--- src/rtl/t_4_join.sv ---
// t_4_join: pairs words from two independently buffered input streams in
// arrival order and emits their 32-bit wrap-around sum as one AXI-stream.
// An ap_start/ap_done controller bounds each run to FRAME_LEN output words.
module t_4_join #(
    parameter int DEPTH     = 4,
    parameter int FRAME_LEN = 16
) (
    input  logic        ap_clk,
    input  logic        ap_rst,
    input  logic        ap_start,
    output logic        ap_done,
    output logic        ap_idle,
    output logic        ap_ready,
    input  logic [31:0] Input_1_V_TDATA,
    input  logic        Input_1_V_TVALID,
    output logic        Input_1_V_TREADY,
    input  logic [31:0] Input_2_V_TDATA,
    input  logic        Input_2_V_TVALID,
    output logic        Input_2_V_TREADY,
    output logic [31:0] Output_1_V_TDATA,
    output logic        Output_1_V_TVALID,
    input  logic        Output_1_V_TREADY
);

    localparam int AW = (DEPTH > 1) ? $clog2(DEPTH) : 1;
    localparam int CW = AW + 1;
    localparam logic [CW-1:0] DEPTH_C = CW'(DEPTH);
    localparam logic [16:0]   FRAME_C = 17'(FRAME_LEN);

    typedef enum logic [1:0] {
        S_IDLE,
        S_RUN,
        S_DONE
    } state_t;

    state_t state, state_n;

    logic [31:0]   a_mem [DEPTH];
    logic [AW-1:0] a_wr, a_rd;
    logic [CW-1:0] a_cnt;
    logic [31:0]   b_mem [DEPTH];
    logic [AW-1:0] b_wr, b_rd;
    logic [CW-1:0] b_cnt;

    logic [16:0] issued, sent;
    logic        a_push, b_push, a_nempty, b_nempty;
    logic        load, out_hs;

    // FIFOs accept whenever they have room, regardless of run state
    assign Input_1_V_TREADY = (a_cnt < DEPTH_C);
    assign Input_2_V_TREADY = (b_cnt < DEPTH_C);
    assign a_push   = Input_1_V_TVALID && Input_1_V_TREADY;
    assign b_push   = Input_2_V_TVALID && Input_2_V_TREADY;
    assign a_nempty = (a_cnt != '0);
    assign b_nempty = (b_cnt != '0);

    assign out_hs = Output_1_V_TVALID && Output_1_V_TREADY;
    assign load   = (state == S_RUN) && a_nempty && b_nempty &&
                    (issued < FRAME_C) &&
                    (!Output_1_V_TVALID || Output_1_V_TREADY);

    // Operand A storage (contents need no reset; pointers define validity)
    always_ff @(posedge ap_clk) begin
        if (a_push) a_mem[a_wr] <= Input_1_V_TDATA;
    end

    // Operand A pointers and occupancy
    always_ff @(posedge ap_clk) begin
        if (ap_rst) begin
            a_wr  <= '0;
            a_rd  <= '0;
            a_cnt <= '0;
        end else begin
            if (a_push) a_wr <= a_wr + AW'(1);
            if (load)   a_rd <= a_rd + AW'(1);
            case ({a_push, load})
                2'b10:   a_cnt <= a_cnt + CW'(1);
                2'b01:   a_cnt <= a_cnt - CW'(1);
                default: a_cnt <= a_cnt;
            endcase
        end
    end

    // Operand B storage
    always_ff @(posedge ap_clk) begin
        if (b_push) b_mem[b_wr] <= Input_2_V_TDATA;
    end

    // Operand B pointers and occupancy
    always_ff @(posedge ap_clk) begin
        if (ap_rst) begin
            b_wr  <= '0;
            b_rd  <= '0;
            b_cnt <= '0;
        end else begin
            if (b_push) b_wr <= b_wr + AW'(1);
            if (load)   b_rd <= b_rd + AW'(1);
            case ({b_push, load})
                2'b10:   b_cnt <= b_cnt + CW'(1);
                2'b01:   b_cnt <= b_cnt - CW'(1);
                default: b_cnt <= b_cnt;
            endcase
        end
    end

    // Output register: load the head sum, or drain on handshake
    always_ff @(posedge ap_clk) begin
        if (ap_rst) begin
            Output_1_V_TDATA  <= '0;
            Output_1_V_TVALID <= 1'b0;
        end else if (load) begin
            Output_1_V_TDATA  <= a_mem[a_rd] + b_mem[b_rd];
            Output_1_V_TVALID <= 1'b1;
        end else if (out_hs) begin
            Output_1_V_TVALID <= 1'b0;
        end
    end

    // Frame counters: cleared on run start, stepped by loads and handshakes
    always_ff @(posedge ap_clk) begin
        if (ap_rst) begin
            issued <= '0;
            sent   <= '0;
        end else if (state == S_IDLE && ap_start) begin
            issued <= '0;
            sent   <= '0;
        end else begin
            if (load)   issued <= issued + 17'd1;
            if (out_hs) sent   <= sent + 17'd1;
        end
    end

    // Control state register
    always_ff @(posedge ap_clk) begin
        if (ap_rst) state <= S_IDLE;
        else        state <= state_n;
    end

    // Next-state and handshake outputs
    always_comb begin
        state_n  = state;
        ap_idle  = 1'b0;
        ap_done  = 1'b0;
        ap_ready = 1'b0;
        case (state)
            S_IDLE: begin
                ap_idle = 1'b1;
                if (ap_start) state_n = S_RUN;
            end
            S_RUN: begin
                if (out_hs && (sent + 17'd1 == FRAME_C)) state_n = S_DONE;
            end
            S_DONE: begin
                ap_done  = 1'b1;
                ap_ready = 1'b1;
                state_n  = S_IDLE;
            end
            default: state_n = S_IDLE;
        endcase
    end

endmodule

--- config.mk ---
export PLATFORM = sky130hd
export DESIGN_NAME = t_4_join
export DESIGN_NICKNAME = d
export VERILOG_FILES = /design/src/rtl/t_4_join.sv
export SDC_FILE = /design/constraint.sdc
export NUM_CORES = 1
export LEC_CHECK = 0
export CORE_MARGIN = 1.5
export CORE_UTILIZATION = 63
export DETAILED_ROUTE_END_ITERATION = 6
export PLACE_DENSITY = 0.85
export SYNTH_ARGS = -nofsm -noshare
export SYNTH_HDL_FRONTEND = slang
export SYNTH_SLANG_ARGS = --single-unit
--- constraint.sdc ---
create_clock -name ap_clk -period 6 [get_ports ap_clk]
set_input_delay 1.2 -clock ap_clk [delete_from_list [all_inputs] [get_ports ap_clk]]
set_output_delay 1.2 -clock ap_clk [all_outputs]
set_load 0.02 [all_outputs]
==> out/qor.txt <==
Clock Path Buffers - 3
area of the multi-input gates - 4890 µm²
CORE AREA - 22700 µm²
Die W - 155 µm
Critical Path End Type - flop
worst-path cell with the longest stage delay - dfxtp_2
Slew @ Worst Pin - 0.915 ns
CP max stage delay - 0.73 ns
Routed Antenna Nets - 0
GPL Wtd Cong - 0.901
Root Buffer - clkbuf_16
# fillers - 1370
Synth area leaders - edfxtp_1 53%, dfxtp_1 12%, mux4_2 9.9%, ha_1 3.7%, a21oi_1 2.5%
maximum VDD drop - 0.346 mV
Static Leak - 5.71 nW
CP arrival - 4.36 ns
Final Setup Violations - 0
pin count of the biggest net entering global routing - 46
cells on worst reg2reg path - 10
sequential share of power - 46.7%
Final HPWL DP - 21200 µm
combinational share of power - 17.6%
Cells after Synth - 1019
flops & latches, synth - 343
CTS tree - done
worst hold margin - 0.459 ns
global routing met1 resource utilization - 36.6%
RSZ-0062 raised after global routing - no
Tcrit/Tclk final - 66.4%
switching pwr - 0.00156 W
# H-tree levels - 2
Tmin final - 3.98 ns
first-pass GRT wire length - 49200 µm
post-synthesis sequential area ratio - 64.6%
clk sink count - 343
clock buffer count from CTS - 35
Hold Buf Count CTS - 0
DRC errors left - 0
register area - 9430 µm²
share of layout cells above drive strength 1 - 12.2%
outcome - completed
Overall Power - 0.00591 W
clock network power share - 35.6%
Die Ht - 155 µm
Clock Pin Slew Worst Setup and Hold Paths - 0.06 ns
final slew viol count - 0
Switching Share - 26.5%
GRT Total Usage - 27.4%
met3 GRT Util - 4.93%
I/O Buffers - 107
synth unique cells - 63
most used cell, CP - a221oi_2
Routed WL per cell - 22.1 µm
Avg Synthesized Cell Area - 14.3 µm²
antenna violations before repair - 1
most frequent cell after synthesis - edfxtp_1
most frequent cells after synthesis - 256 x edfxtp_1, 87 x dfxtp_1, 82 x nand2_1
via density per instance - 6.24
post_cts resized - 0
Initial Utilization - 64.3%
final net count - 1243
Internal - 0.00434 W
top_reg_cell synth - edfxtp_1
Worst path depth - 10
P per Cell Area - 346 nW/µm²
Async SR Flop Fraction - 0%
GRT overflow - 0
Max-slew headroom - 39.0%
HP Class - flop to flop
max-cap viol count - 0
synthesized cell area - 14600 µm²
crit path kind - flop to flop
First-pass DRT Iterations - 5
critical path fanouts, max - 17
initial DRC count - 831
WP buf/inv - 0
met2 Use GR - 44.5%
area grow syn2layout - 16.8%
CP cell instances - mux4_2 > ha_1 > fa_1 > a21o_1 > a311o_1 > a221oi_2 > a21oi_1 > a221oi_2 > or4_1 > o211ai_1
number of global-route vias before repair - 8997
Worst Path Required - 6.38 ns
crit start category - flop
worst clock skew - 0.0164 ns
Setup TNS Final - 0 ns
row count - 55
synth warn - 0
Yosys top cell by area - edfxtp_1
Final Hold Fails - 0
vias post-DR - 8971
fmax - 251 MHz
top cell family by delay on the critical path - compound AO/OA/AOI/OAI gates
layer with the highest usage - met2
final WL - 31800 µm
# IOs - 108
Die ar. - 24100 µm²
post-synth top area share - 52.6%
clock latency at the later pin of the worst-skew pair - 0.52 ns
postcts setup bufs - 0
hold path cells - 1
Mapped Nets - 1135
Post-synth EDFFs - 256
-- sequential cells by signal, summed over array words and instances (netlist names), named ones only --
register           flops
Output_1_V_TVALID      1
b_mem                128
a_rd                   2
sent                  17
state                  2
b_rd                   2
issued                17
a_cnt                  3
a_wr                   2
b_cnt                  3
a_mem                128
b_wr                   2
Output_1_V_TDATA      32
-- area by class of cell --
| class | instances | share of cell area, % |
|---|---|---|
| antenna | 1 | 0.0147 |
| clock buffer | 50 | 5.90 |
| clock inverter | 12 | 0.646 |
| inverter | 22 | 0.492 |
| multi-input combinational | 605 | 28.7 |
| sequential | 343 | 55.3 |
| tap | 285 | 2.09 |
| timing repair buffer | 120 | 6.85 |
-- cells by family (layout without fill, tap and decap cells) --
| kind of cell | after synthesis | count (layout) | synth area share, % |
|---|---|---|---|
| mux | 65 | 65 | 9.94 |
| flops | 343 | 343 | 64.6 |
| buf+inv | 71 | 204 | 1.94 |
| compound gates | 163 | 163 | 6.94 |
| fa+ha+maj | 46 | 46 | 4.09 |
| other cells | 0 | 1 | 0 |
| xor+xnor | 51 | 51 | 3.06 |
| simple gates | 280 | 280 | 9.47 |
-- stage by stage --
stage	worst slack [ns]	instances	utilization (%)	area, µm²
after detailed placement	1.77	1375	70.2	15900
after floorplan	2.09	1019	-	14600
after CTS	2.00	1437	75.1	17100
after global placement	1.83	1375	70.2	15900
final	2.02	1438	75.1	17100
after global routing	1.78	1438	75.1	17100
-- cells in the final DEF (no fill, tap or decap), drive strengths merged, types with 7 or more instances in the layout --
cell type and instances:
buf 13, mux4 64, o211ai 11, nand2 83, dfxtp 87, clkinv 7, ha 43, nor2b 7
xnor2 23, a21o 10, xor2 28, nor2 70, a21oi 73, clkdlybuf4s50 107, o21ai 29, and3 8
nor3 12, or3 7, inv 24, nand3 27, clkbuf 50, or4 7, and2 24, nand4 19
edfxtp 256
-- power by group through the flow --
stage                     combinational [W]  sequential, W  clock (W)
after floorplan                    0.000695        0.00280          0
after global placement             0.000999        0.00280          0
after detailed placement            0.00102        0.00281          0
after CTS                           0.00103        0.00276    0.00212
after global routing                0.00114        0.00277    0.00222
final                               0.00104        0.00276    0.00210
-- worst reg2reg max path: cells and delay by family (launching register included) --
family                     cells  cell delay [ns]
adders and majority gates      2             0.64
and+or+nand+nor                1             0.16
muxes                          1             0.61
DFF                            1             0.73
AOI/OAI and AO/OA              6             1.68
-- worst paths after layout --
kind | start | to | slack, ns
max | flop | Output_1_V_TDATA[28]$_SDFFE_PP0P_ | 2.02
min | issued[6]$_SDFFE_PP0P_ | issued[6]$_SDFFE_PP0P_ | 0.46
max reg2reg | flop | Output_1_V_TDATA[28]$_SDFFE_PP0P_ | 2.02
min reg2reg | issued[6]$_SDFFE_PP0P_ | issued[6]$_SDFFE_PP0P_ | 0.46
-- per-layer routing --
layer	vias to the layer above	routed length [µm]
met1	4435	12800
met4	0	1200
met5	-	0
met3	74	2300
li1	4103	-
met2	359	15500
(Power assumes the default switching activity.)
